<file path="src/rtl/fifo_pkg.sv">
// Shared helpers for the flexible FIFO: pointer wrap, count width, threshold defaults.
package fifo_pkg;

  // Default almost-empty threshold and the margin below DEPTH for almost-full.
  localparam int DEF_AEMPTY_TH    = 2;
  localparam int DEF_AFULL_MARGIN = 2;

  // Bits needed to hold an occupancy value from 0 to depth inclusive.
  function automatic int cnt_width(input int depth);
    return $clog2(depth + 1);
  endfunction

  // Wrapping pointer increment; explicit compare so any depth works.
  function automatic int ptr_next(input int ptr, input int depth);
    return (ptr == depth - 1) ? 0 : ptr + 1;
  endfunction

endpackage

</file>
<file path="src/rtl/fifo_mem.sv">
// Simple dual-port register array: synchronous write, combinational read.
module fifo_mem #(
  parameter int WIDTH = 8,
  parameter int DEPTH = 16,
  parameter int PTR_W = (DEPTH > 1) ? $clog2(DEPTH) : 1
) (
  input  logic             clk,
  input  logic             we_i,
  input  logic [PTR_W-1:0] waddr_i,
  input  logic [WIDTH-1:0] wdata_i,
  input  logic [PTR_W-1:0] raddr_i,
  output logic [WIDTH-1:0] rdata_o
);

  logic [WIDTH-1:0] mem_q [DEPTH];

  // Storage write; contents are intentionally not reset.
  always_ff @(posedge clk) begin
    if (we_i) mem_q[waddr_i] <= wdata_i;
  end

  assign rdata_o = mem_q[raddr_i];

endmodule

</file>
<file path="src/rtl/fifo_flex.sv">
// Parametrised single-clock FIFO with occupancy count, threshold flags,
// sticky error flags and a selectable first-word-fall-through read mode.
//
// Handshake: a write is accepted on a rising edge iff w_EN && !full, a read
// iff r_EN && !empty. Requests that are not accepted have no effect other
// than setting the sticky overflow/underflow flag. outDvalid qualifies
// data_out: in registered mode it pulses for the cycle after an accepted
// read; in FWFT mode it is high whenever the head word is present.
module fifo_flex
  import fifo_pkg::*;
#(
  parameter int WIDTH     = 8,
  parameter int DEPTH     = 16,
  parameter int FWFT      = 0,
  parameter int AFULL_TH  = DEPTH - DEF_AFULL_MARGIN,
  parameter int AEMPTY_TH = DEF_AEMPTY_TH
) (
  input  logic                          clk,
  input  logic                          rst,
  input  logic                          w_EN,
  input  logic [WIDTH-1:0]              data_in,
  input  logic                          r_EN,
  input  logic                          clr_err,
  output logic [WIDTH-1:0]              data_out,
  output logic                          outDvalid,
  output logic                          full,
  output logic                          empty,
  output logic                          almost_full,
  output logic                          almost_empty,
  output logic [cnt_width(DEPTH)-1:0]   count,
  output logic                          overflow,
  output logic                          underflow
);

  localparam int PTR_W = (DEPTH > 1) ? $clog2(DEPTH) : 1;
  localparam int CNT_W = cnt_width(DEPTH);

  if (DEPTH < 2) begin : g_bad_depth
    $error("fifo_flex: DEPTH must be at least 2");
  end
  if (AFULL_TH < 1 || AFULL_TH > DEPTH) begin : g_bad_afull
    $error("fifo_flex: AFULL_TH must lie in 1..DEPTH");
  end
  if (AEMPTY_TH < 0 || AEMPTY_TH > DEPTH - 1) begin : g_bad_aempty
    $error("fifo_flex: AEMPTY_TH must lie in 0..DEPTH-1");
  end

  logic [PTR_W-1:0] wptr_q, wptr_d;
  logic [PTR_W-1:0] rptr_q, rptr_d;
  logic [CNT_W-1:0] count_q, count_d;
  logic [WIDTH-1:0] dout_q, dout_d;
  logic             dvalid_q, dvalid_d;
  logic             ovf_q, ovf_d;
  logic             unf_q, unf_d;
  logic [WIDTH-1:0] mem_rdata;
  logic             wr_acc, rd_acc;

  // Flags come straight from the registered count.
  assign full         = (count_q == CNT_W'(DEPTH));
  assign empty        = (count_q == '0);
  assign almost_full  = (count_q >= CNT_W'(AFULL_TH));
  assign almost_empty = (count_q <= CNT_W'(AEMPTY_TH));

  assign wr_acc = w_EN && !full;
  assign rd_acc = r_EN && !empty;

  fifo_mem #(
    .WIDTH (WIDTH),
    .DEPTH (DEPTH),
    .PTR_W (PTR_W)
  ) u_mem (
    .clk     (clk),
    .we_i    (wr_acc && !rst),
    .waddr_i (wptr_q),
    .wdata_i (data_in),
    .raddr_i (rptr_q),
    .rdata_o (mem_rdata)
  );

  // Next-state for pointers, count, read register and sticky errors.
  always_comb begin
    wptr_d   = wptr_q;
    rptr_d   = rptr_q;
    count_d  = count_q;
    dout_d   = dout_q;
    dvalid_d = 1'b0;
    if (wr_acc) wptr_d = PTR_W'(ptr_next(32'(wptr_q), DEPTH));
    if (rd_acc) begin
      rptr_d   = PTR_W'(ptr_next(32'(rptr_q), DEPTH));
      dout_d   = mem_rdata;
      dvalid_d = 1'b1;
    end
    case ({wr_acc, rd_acc})
      2'b10:   count_d = count_q + CNT_W'(1);
      2'b01:   count_d = count_q - CNT_W'(1);
      default: count_d = count_q;
    endcase
    // A new error in the same cycle as clr_err keeps the flag set.
    ovf_d = (w_EN && full)  || (ovf_q && !clr_err);
    unf_d = (r_EN && empty) || (unf_q && !clr_err);
  end

  // State registers; reset overrides any concurrent request.
  always_ff @(posedge clk) begin
    if (rst) begin
      wptr_q   <= '0;
      rptr_q   <= '0;
      count_q  <= '0;
      dout_q   <= '0;
      dvalid_q <= 1'b0;
      ovf_q    <= 1'b0;
      unf_q    <= 1'b0;
    end else begin
      wptr_q   <= wptr_d;
      rptr_q   <= rptr_d;
      count_q  <= count_d;
      dout_q   <= dout_d;
      dvalid_q <= dvalid_d;
      ovf_q    <= ovf_d;
      unf_q    <= unf_d;
    end
  end

  assign data_out  = (FWFT != 0) ? mem_rdata : dout_q;
  assign outDvalid = (FWFT != 0) ? !empty : dvalid_q;
  assign count     = count_q;
  assign overflow  = ovf_q;
  assign underflow = unf_q;

endmodule

</file>
<file path="config.mk">
export PLATFORM = sky130hd
export DESIGN_NAME = fifo_flex
export DESIGN_NICKNAME = d
export VERILOG_FILES = /design/src/rtl/fifo_pkg.sv /design/src/rtl/fifo_mem.sv /design/src/rtl/fifo_flex.sv
export SDC_FILE = /design/constraint.sdc
export NUM_CORES = 1
export LEC_CHECK = 0
export ABC_AREA = 0
export CELL_PAD_IN_SITES_DETAIL_PLACEMENT = 2
export CELL_PAD_IN_SITES_GLOBAL_PLACEMENT = 2
export CORE_UTILIZATION = 44
export DETAILED_ROUTE_END_ITERATION = 7
export HOLD_SLACK_MARGIN = 0.08
export PLACE_DENSITY_LB_ADDON = 0.25
export RECOVER_POWER = 100
export SYNTH_ARGS = -nofsm -noshare
export SYNTH_HDL_FRONTEND = slang
export SYNTH_SLANG_ARGS = --single-unit
</file>
<file path="constraint.sdc">
create_clock -name clk -period 4.2 [get_ports clk]
set_clock_uncertainty 0.2 [all_clocks]
set_input_delay 0.63 -clock clk [delete_from_list [all_inputs] [get_ports clk]]
set_output_delay 0.63 -clock clk [all_outputs]
set_load 0.005 [all_outputs]
</file>
-- Word-level counts from Yosys, hierarchy flattened
Memories as Yosys holds them, arrays and structs flattened. A register that Yosys moved wholly into a read port is not among the register bits.
Cells that the tools add are included.
- flip-flop bits (word level): 16
- memories: 1
- input port bits: 13
- word-level logic and storage cells: 39
- output and inout port bits: 20
- RAM bits: 128
- equality and inequality tests: 5
- reduce and logical (&&, ||, !) cells: 15
- order comparisons: 2
- mux-type cells: 6
- add/sub/neg operators: 4
- memories (name ; depth ; bits a word ; read ports ; clocked after memory_dff ; wr ports ; RTL line ; source):
    u_mem.mem_q ; 16 ; 8 ; 1 ; 1 ; 1 ; fifo_mem.sv:15 ; logic [WIDTH-1:0] mem_q [DEPTH];
- operators by type and width (cell ; count):
    $pmux W5 S2 ; 1
    $add A4 B1 Y4 const B ; 2
    $eq A4 B1 Y1 const B ; 2
    $mux W4 ; 2
    $logic_and A1 B1 Y1 ; 7
    $add A5 B1 Y5 const B ; 1
    $eq A5 B5 Y1 const B ; 1
    $ge A5 B4 Y1 const B ; 1
    $le A5 B2 Y1 const B ; 1
    $logic_not A5 Y1 ; 1
    $sub A5 B1 Y5 const B ; 1
    $logic_not A1 Y1 ; 4
    $mux W1 ; 3
    $eq A2 B1 Y1 const B ; 1
    $eq A2 B2 Y1 const B ; 1
    $logic_or A1 B1 Y1 ; 2
    $reduce_bool A2 Y1 ; 1

-- Depth between registers and ports, before layout
- word-level depth: 6
- gate-level depth with buffers: 12
- depth with buffers taken out: 11

-- Cells and area by module
From an unflattened synthesis, not the netlist that was laid out.
- cell total of the unflattened synthesis: 343
- area total of the unflattened synthesis: 6113.4 µm²
- modules (own cells, without submodules) (module ; area an instance (µm²) ; instances ; sequential area each (µm²) ; cells each):
    fifo_mem ; 4987.3 ; 1 ; 3843.7 ; 221
    fifo_flex ; 1126.1 ; 1 ; 480.5 ; 122

-- Least setup slack after synthesis
No wires, ideal clock.
- kind: register to register
- start: reg count_q[0] (netlist: count[0])
- end: reg count_q[4] (netlist: count[4])
- arrival: 2.847 ns
- data required time: 3.879 ns
- setup slack: 1.033 ns
- library setup time: 0.121 ns
- cell stages (with the launch flop): 12
- cells stage by stage: dfxtp_1 -> or4_4 -> o21ai_4 -> inv_2 -> buf_6 -> ha_1 -> ha_1 -> nor2b_1 -> o21ai_0 -> a21oi_1 -> or3b_1 -> mux2_2
- longest elaborated chain between the ends: 5
- elaborated cells between the ends (all ways): 12
- those cells by class: 2 x add/sub; 3 x eq/ne; 1 x mux; 6 x reduce/logical
- RTL lines (item ; RTL line ; source):
    from (decl) ; fifo_flex.sv:50 ; logic [CNT_W-1:0] count_q, count_d;
    from (signal assigned) ; fifo_flex.sv:116 ; count_q <= count_d;
    $eq A5 B5 Y1 or $logic_not A5 Y1 (tied branches) ; fifo_flex.sv:59, fifo_flex.sv:60 ;
    $logic_not A1 Y1 (on tied branches) ; - ;
    $logic_and A1 B1 Y1 (on tied branches) ; fifo_flex.sv:64, fifo_flex.sv:65 ;
    $eq A2 B1 Y1 or $eq A2 B2 Y1 (tied branches) ; fifo_flex.sv:93 ; case ({wr_acc, rd_acc})
    $pmux W5 S2 or $reduce_bool A2 Y1 (tied branches) ; - ;
Parallel ways exist; a longest one is shown, timed or not.
A chain may end at the register's enable or synchronous reset.

-- Worst setup path after layout
- start: in w_EN
- end: reg count_q[4] (netlist: count[4])
- longest elaborated chain between the ends: 3
- elaborated cells between the ends (all ways): 5
- those cells by class: 2 x eq/ne; 1 x mux; 2 x reduce/logical
- RTL lines (item ; RTL line ; source):
    from (decl) ; fifo_flex.sv:20 ; input logic w_EN,
    $logic_and A1 B1 Y1 * ; fifo_flex.sv:64 ; assign wr_acc = w_EN && !full;
    $eq A2 B1 Y1 or $eq A2 B2 Y1 (tied branches) ; fifo_flex.sv:93 ;
    $pmux W5 S2 or $reduce_bool A2 Y1 (tied branches) ; - ;
Every way passes the cells marked *; elsewhere a longest branch is shown, timed or not.

==> reports/qor.txt <==
# Post-CTS Setup Buffers -> 0
relative max-transition margin -> 0.197
vias in the first global route -> 4037
Residual DRC -> 0
largest net degree at the start of global routing -> 31
clk_lat worst skew -> 0.43 ns
YS warnings -> 0
H-tree depth -> 4
initial core utilization -> 0.458
CTS Hold Buffers Added -> 0
Post-CTS Resized -> 0
nets@finish -> 446
Reg clk slew, reported paths -> 0.06 ns
Final ANT Viol Nets -> 0
routed len/inst -> 26.7 um
Startpoint Class -> input pin
first-pass GRT wire length -> 24.8 mm
GRT overflow -> 0
final worst setup slack -> 0.550 ns
layout cells sized above 1 -> 0.156
Root Buffer -> clkbuf_16
drt pass-1 iters -> 4
chip width -> 120 um
CP arrival -> 3.76 ns
CTS tree -> done
fin crit share -> 0.869
overall routing resource usage -> 0.250
Critical Path RT -> 4.31 ns
syn nets -> 394
number of distinct library cells after synthesis -> 42
mapped cell area -> 0.00616 mm^2
PortBufs -> 32
routability cong. -> 0.753
final WL -> 16.4 mm
sequential cell area -> 0.00432 mm^2
DR iter-0 viols -> 256
area of the multi-input gates -> 0.00165 mm^2
sequential cell area fraction in the yosys report -> 0.702
max frequency -> 0.274 GHz
RSZ-0062 raised after global routing -> false
Final Util -> 0.535
design area -> 0.00719 mm^2
Tot Pwr -> 4.15 mW
Antenna Cells -> 0
syn_area_per_cell -> 16.6 um^2
crit-path max FO -> 5
Static Leak -> 2.33 nW
pwr dens -> 577 mW/mm^2
Finish-stage setup viols -> 0
Core ar. -> 0.0135 mm^2
status -> complete, no violations
Synth Instances -> 371
initial antenna violation count -> 0
clk sinks -> 152
endpoint class of the critical path -> flop
setup TNS -> 0 ns
Fillers -> 1262
# IOs -> 33
placed instance area -> 0.00674 mm^2
num rows -> 42
Layout area overhead -> 16.8%
critical path class -> input pin to flop
HPWL Detailed -> 10.2 mm
HP Class -> flop to flop
final hold vios -> 0
Inserted Clock Buffers -> 17
clk buf depth -> 2
Least-Margin Pin Slew -> 1.20 ns
Max-Cap Viols -> 0
synthesized flop and latch total -> 152
VDD IR-drop max -> 0.000282 V
via-per-instance ratio -> 5.68
via count -> 3476
min Tclk post-route -> 3.65 ns
die area -> 0.0145 mm^2
pre-CTS setup slack -> 0.473 ns
Die Y -> 120 um
Final Max Slew Viols -> 0
-- worst paths after layout --
kind                     from          end  slack (ns)  depth (start not counted)
setup / recovery         w_EN     count[4]        0.55                         10
hold / removal    data_out[1]  data_out[1]        0.31                          2
setup reg to reg     count[0]     count[4]        0.73                         10
hold reg to reg   data_out[1]  data_out[1]        0.31                          2
-- synthesized netlist by cell type --
library cell / instances / share of area
a2111oi_0: 1 / 0.0014
a211oi_1: 6 / 0.0073
a211oi_2: 2 / 0.0041
a21boi_1: 1 / 0.0012
a21o_2: 1 / 0.0014
a21oi_1: 10 / 0.0081
a22oi_1: 2 / 0.0024
a311oi_1: 7 / 0.0099
a311oi_2: 2 / 0.0049
a41oi_1: 1 / 0.0014
a41oi_2: 1 / 0.0026
buf_1: 2 / 0.0012
buf_2: 2 / 0.0016
buf_4: 5 / 0.0061
buf_6: 4 / 0.0073
clkbuf_1: 8 / 0.0049
dfxtp_1: 24 / 0.078
edfxtp_1: 128 / 0.62
fa_1: 1 / 0.0032
ha_1: 9 / 0.018
inv_1: 9 / 0.0055
inv_2: 1 / 0.00061
mux2_2: 1 / 0.0018
mux2i_1: 25 / 0.041
mux4_2: 24 / 0.088
nand2_1: 13 / 0.0079
nand2_2: 1 / 0.0010
nand2b_1: 2 / 0.0020
nand3_1: 4 / 0.0032
nand3b_1: 1 / 0.0012
nor2_1: 44 / 0.027
nor2b_1: 2 / 0.0020
nor3_1: 9 / 0.0073
nor4_1: 1 / 0.0010
o21ai_0: 1 / 0.00081
o21ai_4: 1 / 0.0026
o22ai_1: 8 / 0.0081
or3b_1: 1 / 0.0014
or3b_2: 1 / 0.0014
or4_4: 1 / 0.0018
xnor2_1: 1 / 0.0014
xor2_1: 3 / 0.0043
-- registers in the layout, indices dropped and copies added, names as in the netlist --
signal,count
u_mem.mem_q,128
data_out,8
count,5
rptr_q,4
wptr_q,4
outDvalid,1
overflow,1
underflow,1
-- worst max-delay path: stages --
cell and delay, ns:
clkdlybuf4s50_1 0.51, a21boi_0 0.58, inv_1 0.25, ha_1 0.32, ha_1 0.32, nor2b_1 0.15
o21ai_0 0.24, a21oi_1 0.12, or3b_1 0.36, mux2_2 0.28
-- layout make-up --
type,count,share of cell area
clock buffers,21,0.0640
clock inverters,11,0.0103
inverters,10,0.00522
multi-input cells,188,0.230
flip-flops and latches,152,0.601
well taps,176,0.0306
repair buffers,54,0.0591
-- cell usage in the layout, fill, tap and decap left out, drive strengths merged, types with 4 or more instances in the layout --
master / Yosys / layout
a211oi: 8 / 8
a21oi: 10 / 10
a311oi: 9 / 9
buf: 13 / 6
clkbuf: 8 / 37
clkdlybuf4s50: 0 / 4
clkinv: 0 / 7
dfxtp: 24 / 24
dlygate4sd3: 0 / 28
edfxtp: 128 / 128
ha: 9 / 9
inv: 10 / 11
mux2i: 25 / 25
mux4: 24 / 24
nand2: 14 / 14
nand3: 4 / 4
nor2: 44 / 44
nor3: 9 / 9
o22ai: 8 / 8
-- cell families (layout without fill, tap and decap cells) --
family                   Yosys count  count (layout)  synth area share
flip-flops                       152             152             0.702
multiplexers                      50              50             0.130
XOR/XNOR                           4               4           0.00569
adder cells (fa/ha/maj)           10              10            0.0215
buffers and inverters             31              96            0.0272
AO/OA/AOI/OAI                     44              44            0.0564
AND/OR/NAND/NOR                   80              80            0.0573
-- routing by layer --
layer / GRT usage / vias to the layer above / routed length, um
met2: 0.438 / 90 / 8790
met5: 0 / - / 0
met3: 0.0575 / 37 / 619
met1: 0.285 / 1796 / 6340
met4: 0.128 / 0 / 608
li1: - / 1553 / -
-- stage by stage --
| step | instances | hold slack (ns) |
|---|---|---|
| floorplan | 371 | 0.293 |
| global placement | 580 | 0.289 |
| detailed placement | 580 | 0.301 |
| CTS | 612 | 0.312 |
| global route | 612 | 0.346 |
| finish | 612 | 0.306 |
-- power breakdown --
part           switching, mW  internal (mW)  total [mW]
Sequential             0.136           1.73        1.86
Combinational          0.461          0.434       0.895
Clock                  0.608          0.783        1.39
Total                   1.20           2.94        4.15
No activity file was read; power rests on OpenSTA's default activity.
